--- src/rtl/noc_packet_buffer.sv ---
// noc_packet_buffer: single-channel NoC flit buffer with packet tracking.
// A circular FIFO of DEPTH entries, each holding a flit plus its last marker.
// Stored flits are presented first-word fall-through on the output side.
// The optional store-and-forward release is enabled by defining the macro
// NOC_PACKET_BUFFER_STORE_FORWARD_EN. By default the buffer is pure
// cut-through, and pkt_count is kept for observability only.
module noc_packet_buffer #(
    parameter int FLIT_WIDTH = 32,
    parameter int DEPTH      = 16
) (
    input  logic                    clk,
    input  logic                    rst,
    input  logic [FLIT_WIDTH-1:0]   in_flit,
    input  logic                    in_last,
    input  logic                    in_valid,
    output logic                    in_ready,
    output logic [FLIT_WIDTH-1:0]   out_flit,
    output logic                    out_last,
    output logic                    out_valid,
    input  logic                    out_ready,
    output logic [$clog2(DEPTH):0]  fill_level,
    output logic [$clog2(DEPTH):0]  pkt_count
);

    localparam int AW = $clog2(DEPTH);
    localparam int CW = AW + 1;
    localparam logic [CW-1:0] FULL_COUNT = CW'(DEPTH);

    logic [FLIT_WIDTH:0] r_mem [DEPTH];
    logic [AW-1:0]       r_wr_ptr;
    logic [AW-1:0]       r_rd_ptr;
    logic [CW-1:0]       r_count;
    logic [CW-1:0]       r_pkt_count;

    logic                w_full;
    logic                w_empty;
    logic                w_push;
    logic                w_pop;
    logic                w_push_last;
    logic                w_pop_last;
    logic [FLIT_WIDTH:0] w_head;

    assign w_full      = (r_count == FULL_COUNT);
    assign w_empty     = (r_count == '0);
    assign w_head      = r_mem[r_rd_ptr];

    // Acceptance never looks at out_ready: there is no pop-through path when full.
    assign in_ready    = !w_full;
    assign out_flit    = w_head[FLIT_WIDTH-1:0];
    assign out_last    = w_head[FLIT_WIDTH];
    assign fill_level  = r_count;
    assign pkt_count   = r_pkt_count;

    assign w_push      = in_valid && in_ready;
    assign w_pop       = out_valid && out_ready;
    assign w_push_last = w_push && in_last;
    assign w_pop_last  = w_pop && out_last;

`ifdef NOC_PACKET_BUFFER_STORE_FORWARD_EN
    // Set once the head packet has started draining. It keeps the packet
    // flowing after the buffer drops below full, which matters for packets
    // longer than DEPTH.
    logic r_draining;

    // Tracks whether the head packet is part-way through leaving the buffer.
    always_ff @(posedge clk) begin
        if (rst) begin
            r_draining <= 1'b0;
        end else if (w_pop) begin
            r_draining <= !out_last;
        end
    end

    // A complete packet is present, or the buffer is full, or a packet is already draining.
    assign out_valid = !w_empty && ((r_pkt_count != '0) || w_full || r_draining);
`else
    assign out_valid = !w_empty;
`endif

    // Flit storage: written on push, read combinationally at the read pointer.
    // NOTE: storage has no reset; only the pointers and counters define which entries are valid.
    always_ff @(posedge clk) begin
        if (w_push) begin
            r_mem[r_wr_ptr] <= {in_last, in_flit};
        end
    end

    // Pointer, fill-level and packet-count bookkeeping.
    // NOTE: state registers use non-blocking assignments so every reader sees pre-edge values.
    always_ff @(posedge clk) begin
        if (rst) begin
            r_wr_ptr    <= '0;
            r_rd_ptr    <= '0;
            r_count     <= '0;
            r_pkt_count <= '0;
        end else begin
            if (w_push) begin
                r_wr_ptr <= r_wr_ptr + AW'(1);
            end
            if (w_pop) begin
                r_rd_ptr <= r_rd_ptr + AW'(1);
            end
            case ({w_push, w_pop})
                2'b10:   r_count <= r_count + CW'(1);
                2'b01:   r_count <= r_count - CW'(1);
                default: r_count <= r_count;
            endcase
            case ({w_push_last, w_pop_last})
                2'b10:   r_pkt_count <= r_pkt_count + CW'(1);
                2'b01:   r_pkt_count <= r_pkt_count - CW'(1);
                default: r_pkt_count <= r_pkt_count;
            endcase
        end
    end

endmodule
--- config.mk ---
export PLATFORM = sky130hd
export DESIGN_NAME = noc_packet_buffer
export DESIGN_NICKNAME = d
export VERILOG_FILES = /design/src/rtl/noc_packet_buffer.sv
export SDC_FILE = /design/constraint.sdc
export NUM_CORES = 1
export LEC_CHECK = 0
export BUFFER_PORTS_ARGS = -buffer_cell sky130_fd_sc_hd__buf_2
export CAP_MARGIN = 30
export CORE_MARGIN = 4
export CORE_UTILIZATION = 48
export DETAILED_ROUTE_END_ITERATION = 8
export PLACE_DENSITY_LB_ADDON = 0.05
export SYNTH_ARGS = -nofsm -noshare
export SYNTH_HDL_FRONTEND = slang
export SYNTH_SLANG_ARGS = --single-unit
--- constraint.sdc ---
create_clock -name clk -period 4.44 [get_ports clk]
set_input_delay 0.444 -clock clk [delete_from_list [all_inputs] [get_ports clk]]
set_output_delay 0.444 -clock clk [all_outputs]
set_load 0.005 [all_outputs]
Word-level counts from Yosys, hierarchy flattened:

Memories as Yosys holds them, arrays and structs flattened. A register that Yosys moved wholly into a read port is not among the register bits.
Cells that the tools add are included.

* flip-flop bits (word level): 18
* bits in writable memories: 528
* input port bits: 37
* output and inout port bits: 45
* word-level logic and storage cells: 31
* memories: 1

Memories
* r_mem: depth 16, bits a word 33, rd ports 1, clocked after Yosys merged registers in 1, wr ports 1, RTL line 29 `logic [FLIT_WIDTH:0] r_mem [DEPTH];`

* add/sub/neg operators: 6
* equal/unequal tests: 5
* muxes and demuxes: 6
* reductions and logical operators: 9

Operator list (count)
* $pmux 5 s2: 2
* $add 5x1->5 const B: 2
* $sub 5x1->5 const B: 2
* $add 4x1->4 const B: 2
* $mux 4: 2
* $eq 5x5->1 const B: 1
* $logic_not 5->1: 1
* $eq 2x1->1 const B: 2
* $eq 2x2->1 const B: 2
* $logic_and 1x1->1: 4
* $reduce_bool 2->1: 2
* $logic_not 1->1: 2
* $mux 1: 2

Depth between registers and ports, before layout:

Gate-level depths: netlist of the first run.

* depth in word-level cells: 6
* mapped depth: 12
* mapped depth without buffers: 11

Worst setup path before layout of the first run:

OpenSTA, ideal clock, no wires.

* path kind: register -> register
* start point: register r_count[0] (netlist: fill_level[0])
* end point: memory r_mem[0][0] (netlist bit) (enable)
* setup time: 0.464 ns
* data arrival time: 3.382 ns
* required time: 3.976 ns
* setup slack: 0.594 ns
* stages on the path, launching flop included: 5
* buffers on the path: 0
* clock period less this slack: 3.846 ns
* cells stage by stage: dfxtp_1 -> nor4_1 -> a21boi_1 -> nand2_1 -> nor3_1

* cells in the longest elaborated chain, start to end: 5

Ends and longest elaborated chain
* start, declared: RTL line 32 `logic [CW-1:0] r_count;`
* start signal, assigned: RTL line 104 `2'b10: r_count <= r_count + CW'(1);`
* start signal, assigned: RTL line 105 `2'b01: r_count <= r_count - CW'(1);`
* start signal, assigned: RTL line 106 `default: r_count <= r_count;`
* $eq 5x5->1: RTL line 43 `assign w_full = (r_count == FULL_COUNT);`
* $logic_not 1->1: RTL line 48 `assign in_ready = !w_full;`
* $logic_and 1x1->1: RTL line 54 `assign w_push = in_valid && in_ready;`
* $mux 1: RTL line 83 `if (w_push) begin`
* $mux 1 (implied by the code): RTL line 84 `r_mem[r_wr_ptr] <= {in_last, in_flit};`
* end, declared: RTL line 29

Every way passes these cells.

==> flow_summary.json, run 1 <==
{
  "status": "finished, final reports clean",
  "rrSetupSlack_ps": 1170,
  "min_to": "r_mem[9][5]$_DFFE_PP_",
  "finalSetupTns_ps": 0,
  "io_buffers": 81,
  "final-seq-area_um2": 16300,
  "tritoncts": "built",
  "rr_worst_depth": 10,
  "fin_crit_sh_pct": 81.7,
  "clockBufferDepth": 3,
  "synth_top_cell_area_share_pct": 75.3,
  "fin_crit_ps": 3630,
  "clk_pin_slew_worst_paths_ps": 60,
  "die_x_um": 217,
  "total_power_mw": 12.0,
  "vias_per_cell": 5.73,
  "synth_commonest_cells": "edfxtp_1 (528), mux4_2 (132), a22oi_1 (64), nor2_1 (48), nand2_1 (41)",
  "synthTopCellsByArea": "edfxtp_1 (75%), mux4_2 (14%), a22oi_1 (2.3%), dfxtp_1 (2.1%), nor2_1 (0.86%)",
  "drtAntennaViolNets": 0,
  "wl_um": 45300,
  "area.growth.synth_to_final_pct": 14.1,
  "p_per_area_nw_per_um2": 502,
  "htreeDepth": 2,
  "syn_inst": 975,
  "cts_sinks": 550,
  "yosysTopAreaCell": "edfxtp_1",
  "dr_total_vias": 9860,
  "track_usage_pct": 19.4,
  "critPathKind": "reg -> out",
  "maxCapViolations": 0,
  "cp_max_fo": 69,
  "grt_pass1_wl_um": 67200,
  "synthDistinctLibCells": 34,
  "fin_nets": 1142,
  "layout-drive-gt1-share_pct": 30.2,
  "slew_viol_final": 0,
  "mappedNetlistNets": 1027,
  "drt_pass1_iterations": 4,
  "drt-initial-drc-count": 837,
  "die_h_um": 217,
  "drcViolationCount": 0,
  "ys.warnings.count": 0,
  "rr_endpoint": "pkt_count[4]$_SDFFE_PP0P_",
  "io_pins": 82,
  "core-area_um2": 43200,
  "hold_path.class": "in -> reg",
  "syn-cell-area_um2": 21100,
  "synth_seq_cells": 550,
  "cts_hold_buf": 0,
  "clock_skew_ps": 12.9,
  "dieArea_um2": 47300,
  "endpoint_kind": "primary output",
  "synthFlopType": "edfxtp_1",
  "rows": 76,
  "multi_input_area_um2": 4560,
  "grt_max_degree": 70,
  "grt_pass1_vias": 10300,
  "hold_depth": 1,
  "cts_setup_buffers": 0,
  "p_leak_nw": 7.67,
  "rsz0062_at_grt": "no",
  "start_kind": "register",
  "hold_viol": 0,
  "grt_overflow": 0,
  "post_cts_resized": 0,
  "hp-start": "in_flit[5]",
  "max-slew-margin-rel_pct": 42.8,
  "cts-root-buf": "clkbuf_16",
  "synth_edf_count": 528,
  "cts_made_buffers": 56,
  "ys_seq_area_share_pct": 77.4,
  "insertion_delay_ps": 600,
  "avgRoutedWirePerCell_um": 26.3,
  "place_congestion": 0.714,
  "worst_pin_slew_ps": 857,
  "setup_viol": 0,
  "antenna_found_initial": 3,
  "required_ps": 4000,
  "fmax_mhz": 276,
  "async_flop_share_pct": 0,
  "nFillCells": 3350,
  "initial_utilization_pct": 48.8,
  "max-vdd-ir-drop_v": 0.000339,
  "cp.arrival_ps": 3180,
  "synth_most_common_cell": "edfxtp_1",
  "dpl.hpwl_um": 23600,
  "avgSynthCellArea_um2": 21.6
}
-- cells by family after synthesis --
logic type / count (synthesis) / synth area share (%)
mux: 139 / 14.5
fa+ha+maj: 15 / 0.963
flops: 550 / 77.4
compound gates: 83 / 2.88
simple gates: 112 / 2.31
xor+xnor: 10 / 0.416
buf+inv: 66 / 1.55
-- cell type report --
| class | count | share of cell area [%] |
|---|---|---|
| Timing Repair Buffer | 112 | 2.97 |
| Tap cell | 585 | 3.05 |
| Antenna cell | 1 | 0.0104 |
| Clock inverter | 22 | 0.552 |
| Sequential cell | 550 | 67.9 |
| Multi-Input combinational cell | 359 | 19.0 |
| Clock buffer | 80 | 6.38 |
| Inverter | 11 | 0.172 |
-- flip-flops by register name, indices dropped and copies added, names as in the netlist, named ones only --
name	cells
fill_level	5
pkt_count	5
r_mem	528
r_rd_ptr	4
r_wr_ptr	4
-- layer usage --
metal	track usage, %	vias to the layer above	wire length (µm)	share of wire [%]
li1	-	4292	-	-
met1	28.3	5288	20300	45
met2	31.3	223	22200	49
met3	3.09	53	1990	4.4
met4	5.02	4	744	1.6
met5	0	-	21	0.046
-- power breakdown --
group          leakage [nW]  internal [mW]  switching, mW  total (mW)
clock                 0.812           2.44           1.86        4.30
sequential             4.95           5.86          0.149        6.01
combinational          1.91          0.855          0.883        1.74
-- cells in the final DEF (no fill, tap or decap), types with 8 or more instances in the layout --
cell type  count
xor2_1         9
clkbuf_1      21
buf_2         81
buf_4         25
dfxtp_1       20
nor2_1        35
clkinv_1      10
nand2_1       41
ha_1          13
clkinv_2       8
inv_1         11
a22oi_1       64
clkbuf_16     57
edfxtp_1     528
mux4_2       132
a21oi_1        9
nor2_4        13
-- per-stage QoR --
step	utilization, %	std cells	hold WS [ps]	setup slack (ps)	area (µm²)
5_1_grt	55.6	1719	204	574	24000
2_1_floorplan	-	975	472	594	21100
4_1_cts	55.6	1718	180	666	24000
6_report	55.6	1720	217	813	24000
3_3_place_gp	51.7	1616	490	1190	22300
3_5_place_dp	51.7	1616	494	1130	22300
-- critical path, cell delays in order (launching register included) --
cell     delay, ps
dfxtp_4        780
buf_12         520
mux4_2         580
a22oi_1        360
nand2_1         80
buf_2          140
-- how the worst max path moves through the flow --
stage,start,slack [ps],to
after detailed placement,register,1130,pkt_count[4]$_SDFFE_PP0P_
after floorplan,fill_level[0]$_SDFFE_PP0P_,590,r_mem[0][0]$_DFFE_PP_
after global placement,register,1190,pkt_count[4]$_SDFFE_PP0P_
after CTS,register,670,out_flit[8]
final,register,810,out_flit[21]
after global routing,register,570,out_flit[8]
(Power assumes the default switching activity.)
==> inputs of run 2 (changes only) <==
ABC_AREA = 1   (was unset)
clock period = 3.31 ns   (was 4.44 ns; I/O delays follow)
==> flow_summary.json, run 2 <==
{
  "cts_made_buffers": 56,
  "setup_viol": 0,
  "syn-cell-area_um2": 22100,
  "fin_nets": 1838,
  "ys.warnings.count": 0,
  "track_usage_pct": 21.0,
  "worst_pin_slew_ps": 979,
  "wl_um": 54100,
  "dr_total_vias": 13600,
  "antenna_found_initial": 0,
  "p_per_area_nw_per_um2": 739,
  "dpl.hpwl_um": 26200,
  "rrSetupSlack_ps": 530,
  "regMostFlops": "r_mem",
  "clock_skew_ps": 12.3,
  "place_area_um2": 23300,
  "area.growth.synth_to_final_pct": 13.5,
  "final-seq-area_um2": 16300,
  "vias_per_cell": 5.59,
  "fin_crit_sh_pct": 92.1,
  "fin_area_um2": 25100,
  "synth_top_cell_area_share_pct": 71.7,
  "cpMostUsedCell": "nor2_1",
  "synth_most_common_cell": "edfxtp_1",
  "required_ps": 2980,
  "fmax_mhz": 328,
  "largest_reg_flops": 528,
  "synthFlopType": "edfxtp_1",
  "grt_overflow": 0,
  "hold_depth": 2,
  "maxCapViolations": 0,
  "slowest_delay_ps": 510,
  "max-vdd-ir-drop_v": 0.000551,
  "drcViolationCount": 0,
  "synth_seq_cells": 550,
  "ys_seq_area_share_pct": 73.7,
  "synth_commonest_cells": "edfxtp_1 (528), nor2_1 (286), o21ai_0 (233), o211ai_1 (128), inv_1 (98)",
  "rr_worst_depth": 15,
  "status": "finished, final reports clean",
  "drtAntennaViolNets": 0,
  "syn_inst": 1722,
  "drt_pass1_iterations": 5,
  "clk_pin_slew_worst_paths_ps": 60,
  "critPathSlowestCell": "buf_12",
  "cts-root-buf": "clkbuf_16",
  "rsz0062_at_grt": "no",
  "die_h_um": 223,
  "grt_pass1_vias": 13100,
  "slew_viol_final": 0,
  "cts_setup_buffers": 0,
  "cp.arrival_ps": 2720,
  "die_x_um": 223,
  "place_congestion": 0.815,
  "cpLargestDelayFamily": "buffers and inverters",
  "fin_crit_ps": 3050,
  "grt_pass1_wl_um": 80300,
  "dieArea_um2": 49600,
  "nFillCells": 3787,
  "multi_input_area_um2": 4960,
  "critPathKind": "reg -> out",
  "drt-initial-drc-count": 1142,
  "htreeDepth": 2,
  "worst-path-buf-inv": 3,
  "io_pins": 82,
  "cp_max_fo": 146,
  "layout-drive-gt1-share_pct": 11.8,
  "final_common_cell": "edfxtp_1",
  "grt_max_degree": 257,
  "synthTopCellsByArea": "edfxtp_1 (72%), o21ai_0 (5.3%), nor2_1 (4.9%), o211ai_1 (4.3%), dfxtp_1 (2.0%)",
  "yosysTopAreaCell": "edfxtp_1",
  "synthDistinctLibCells": 25,
  "rows": 78,
  "hold_viol": 0,
  "initial_utilization_pct": 48.6,
  "avgRoutedWirePerCell_um": 22.3,
  "mappedNetlistNets": 1774,
  "cts_sinks": 550,
  "rr_endpoint": "pkt_count[4]$_SDFFE_PP0P_",
  "p_leak_nw": 8.47,
  "endpoint_kind": "primary output",
  "total_power_mw": 18.5,
  "most-common-layout-cells": "edfxtp_1 (528), nor2_1 (270), o21ai_0 (233), o211ai_1 (128), inv_1 (96)",
  "synth_edf_count": 528,
  "hp-start": "rst",
  "start_kind": "register",
  "finalSetupTns_ps": 0,
  "async_flop_share_pct": 0,
  "antenna_cells": 0,
  "path_cells": "inv_6 > buf_12 > nor2_1 > nor2_1 > o21ai_0 > o211ai_1 > nand3_1 > nand2_1 > buf_2",
  "insertion_delay_ps": 600,
  "core-area_um2": 45500,
  "tritoncts": "built",
  "max-slew-margin-rel_pct": 34.7,
  "hold_path.class": "in -> reg",
  "avgSynthCellArea_um2": 12.8,
  "final.hold.worst_slack_ps": 93.3,
  "clockBufferDepth": 3,
  "io_buffers": 81
}
-- run 2: changes by cell type after synthesis, sizes merged, moves of 5 or more --
| cell | change |
|---|---|
| o211ai | +124 |
| mux4 | -132 |
| nand3 | +81 |
| a21oi | +74 |
| xor2 | -5 |
| buf | +28 |
| clkbuf | +26 |
| a22oi | -64 |
| inv | +89 |
| mux2i | -5 |
| o21ai | +269 |
| nand2 | +46 |
| nor2 | +238 |
-- run 2: worst max path at each step --
stage	cells past startpoint	end	from
2_1_floorplan	6	r_mem[11][0]$_DFFE_PP_	fill_level[1]$_SDFFE_PP0P_
5_1_grt	9	out_flit[26]	register
3_3_place_gp	15	pkt_count[4]$_SDFFE_PP0P_	register
4_1_cts	6	out_flit[0]	register
3_5_place_dp	15	pkt_count[4]$_SDFFE_PP0P_	register
6_report	9	out_flit[11]	register
-- run 2: layout make-up --
cell class | count | share of cell area, %
sequential | 550 | 65.0
multi-input combinational | 963 | 19.8
inverter | 100 | 1.52
clock inverter | 28 | 1.16
timing repair buffer | 115 | 3.71
tap | 600 | 2.99
clock buffer | 73 | 5.84
-- run 2: what timing repair did --
action | CTS | global route
hold buffers | 0 | 0
gates resized for setup | 1 | 0
hold endpoints to repair | 0 | 0
gates cloned | 0 | 1
endpoints found under the setup margin | 3 | 25
-- run 2: worst register-to-register path, stage by stage, from the launching register on --
cell,delay [ps]
dfxtp_4,650
inv_6,150
nand2_1,100
nand3_1,80
nand3_1,90
nand3_1,100
a21oi_1,190
ha_1,280
inv_1,80
fa_1,410
o21ai_0,250
nand2_1,80
nand2_1,70
nand2_1,50
nand2_1,50
a21oi_1,50
-- run 2: report_power, final --
group          total [mW]  switching [mW]  internal [mW]
clock                6.14            2.57           3.57
combinational        4.37            2.88           1.49
sequential           8.03           0.174           7.86
-- run 2: cells by family (layout without fill, tap and decap cells) --
group | count (synthesis) | count (layout) | synth area share [%]
XOR/XNOR | 9 | 9 | 0.357
buffers and inverters | 209 | 316 | 4.38
AO/OA/AOI/OAI | 481 | 481 | 12.3
adder cells (fa/ha/maj) | 15 | 15 | 0.917
AND/OR/NAND/NOR | 458 | 458 | 8.29
flip-flops | 550 | 550 | 73.7
-- run 2: layer usage --
layer,global-route usage [%],wire length (µm),up-vias
li1,-,-,6405
met1,29.7,24200,6755
met2,34.9,26300,337
met3,3.25,2700,73
met4,4.91,991,0
met5,0,0,-
-- run 2: metrics by stage --
step | std cells | setup slack, ps | util (%)
after floorplan | 1722 | 509 | -
after global placement | 2326 | 652 | 51.2
after detailed placement | 2326 | 581 | 51.2
after CTS | 2427 | 45.0 | 55.1
after global routing | 2429 | 14.9 | 55.2
final | 2429 | 263 | 55.2
==> inputs of run 3 (changes only) <==
PLACE_DENSITY = 0.69   (was unset)
PLACE_DENSITY_LB_ADDON = unset   (was 0.05)
==> flow_summary.json, run 3 (same netlist as run 2, synthesis figures left out) <==
{
  "drcViolationCount": 0,
  "drtAntennaViolNets": 0,
  "met2_usage_pct": 32.9,
  "fin_area_um2": 25000,
  "cp.arrival_ps": 2710,
  "fmax_mhz": 329,
  "vias_per_cell": 5.67,
  "drt_pass1_iterations": 5,
  "final_cells": 2432,
  "multi_input_area_um2": 4960,
  "cts_setup_buffers": 0,
  "globalRouteMet1Util_pct": 28.2,
  "finalSetupTns_ps": 0,
  "clk_pin_slew_worst_paths_ps": 60,
  "grt_max_degree": 166,
  "wl_um": 50700,
  "dieArea_um2": 49600,
  "endpoint_kind": "primary output",
  "area.growth.synth_to_final_pct": 13.0,
  "rows": 78,
  "clock_skew_ps": 10.0,
  "hold_viol": 0,
  "dp_slack_ps": 682,
  "top_usage_layer": "met2",
  "most-common-layout-cells": "edfxtp_1 (528), nor2_1 (270), o21ai_0 (233), o211ai_1 (128), inv_1 (96)",
  "required_ps": 2980,
  "drt-initial-drc-count": 1556,
  "antenna_found_initial": 1,
  "start_kind": "register",
  "status": "finished, final reports clean",
  "insertion_delay_ps": 600,
  "cts-root-buf": "clkbuf_16",
  "cts_sinks": 550,
  "post_cts_resized": 0,
  "dpl.hpwl_um": 27500,
  "dp.cells": 2331,
  "dr_total_vias": 13800,
  "critPathKind": "reg -> out",
  "io_pins": 82,
  "nFillCells": 3726,
  "rsz0062_at_grt": "no",
  "final_common_cell": "edfxtp_1",
  "hold_path.class": "in -> reg",
  "cts_hold_buf": 0,
  "die_x_um": 223,
  "place_area_um2": 23200,
  "cp_max_fo": 64,
  "final-seq-area_um2": 16300,
  "htreeDepth": 2,
  "worst_pin_slew_ps": 824,
  "place_congestion": 0.770,
  "grt_pass1_wl_um": 78600,
  "die_h_um": 223,
  "cts_made_buffers": 54,
  "fin_crit_sh_pct": 91.8,
  "grt_overflow": 0,
  "layout-drive-gt1-share_pct": 12.1,
  "total_power_mw": 18.4,
  "largest_reg_flops": 528,
  "initial_utilization_pct": 48.6,
  "io_buffers": 81,
  "p_per_area_nw_per_um2": 735,
  "p_leak_nw": 8.46,
  "core-area_um2": 45500,
  "slew_viol_final": 0,
  "tritoncts": "built",
  "max-slew-margin-rel_pct": 44.9,
  "setup_viol": 0,
  "fin_crit_ps": 3040,
  "max-vdd-ir-drop_v": 0.000527,
  "maxCapViolations": 0,
  "avgRoutedWirePerCell_um": 20.8,
  "setup_ws_ps": 270,
  "track_usage_pct": 20.1,
  "regMostFlops": "r_mem",
  "gr-usage-met3_pct": 3.53,
  "clockBufferDepth": 3,
  "grt_pass1_vias": 13400,
  "fin_nets": 1839
}
## run 3: cell type report
class	instances	share of cell area, %
timing repair buffer	118	3.33
clock inverter	34	1.05
sequential	550	65.3
multi-input combinational	963	19.9
tap	600	3.00
clock buffer	66	5.96
antenna	1	0.0100
inverter	100	1.52
## run 3: per-layer routing
| metal | vias to the layer above | share of wire [%] | wire length (µm) |
|---|---|---|---|
| li1 | 6401 | - | - |
| met1 | 6846 | 42 | 21300 |
| met2 | 474 | 49 | 24700 |
| met3 | 79 | 6.9 | 3520 |
| met4 | 0 | 2.2 | 1110 |
| met5 | - | 0 | 0 |
## run 3: final timing paths
path | start | to | slack [ps] | depth (start not counted)
worst min register to register | r_rd_ptr[0]$_SDFFE_PP0P_ | r_rd_ptr[0]$_SDFFE_PP0P_ | 500 | 1
worst min-delay path | in_flit[20] | r_mem[12][20]$_DFFE_PP_ | 110 | 1
worst max register to register | fill_level[1]$_SDFFE_PP0P_ | fill_level[4]$_SDFFE_PP0P_ | 690 | 12
worst max-delay path | register | out_flit[0] | 270 | 7
## run 3: report_power, final
group          switching [mW]  internal, mW  leakage [nW]
Clock                    2.53          3.49         0.861
Combinational            2.86          1.44          2.65
Sequential              0.180          7.86          4.95
## run 3: critical path: stages, from the launching register on
cell,delay (ps)
dfxtp_4,470
inv_2,140
buf_4,600
o21ai_0,220
o211ai_1,240
nand3_1,170
nand2_1,140
buf_2,120
## run 3: through the flow
step                      hold slack [ps]  utilization, %
final                                 111            54.9
after global placement                470            51.1
after floorplan                       430               -
after global routing                 93.6            54.9
after detailed placement              486            51.1
after CTS                            77.7            54.9
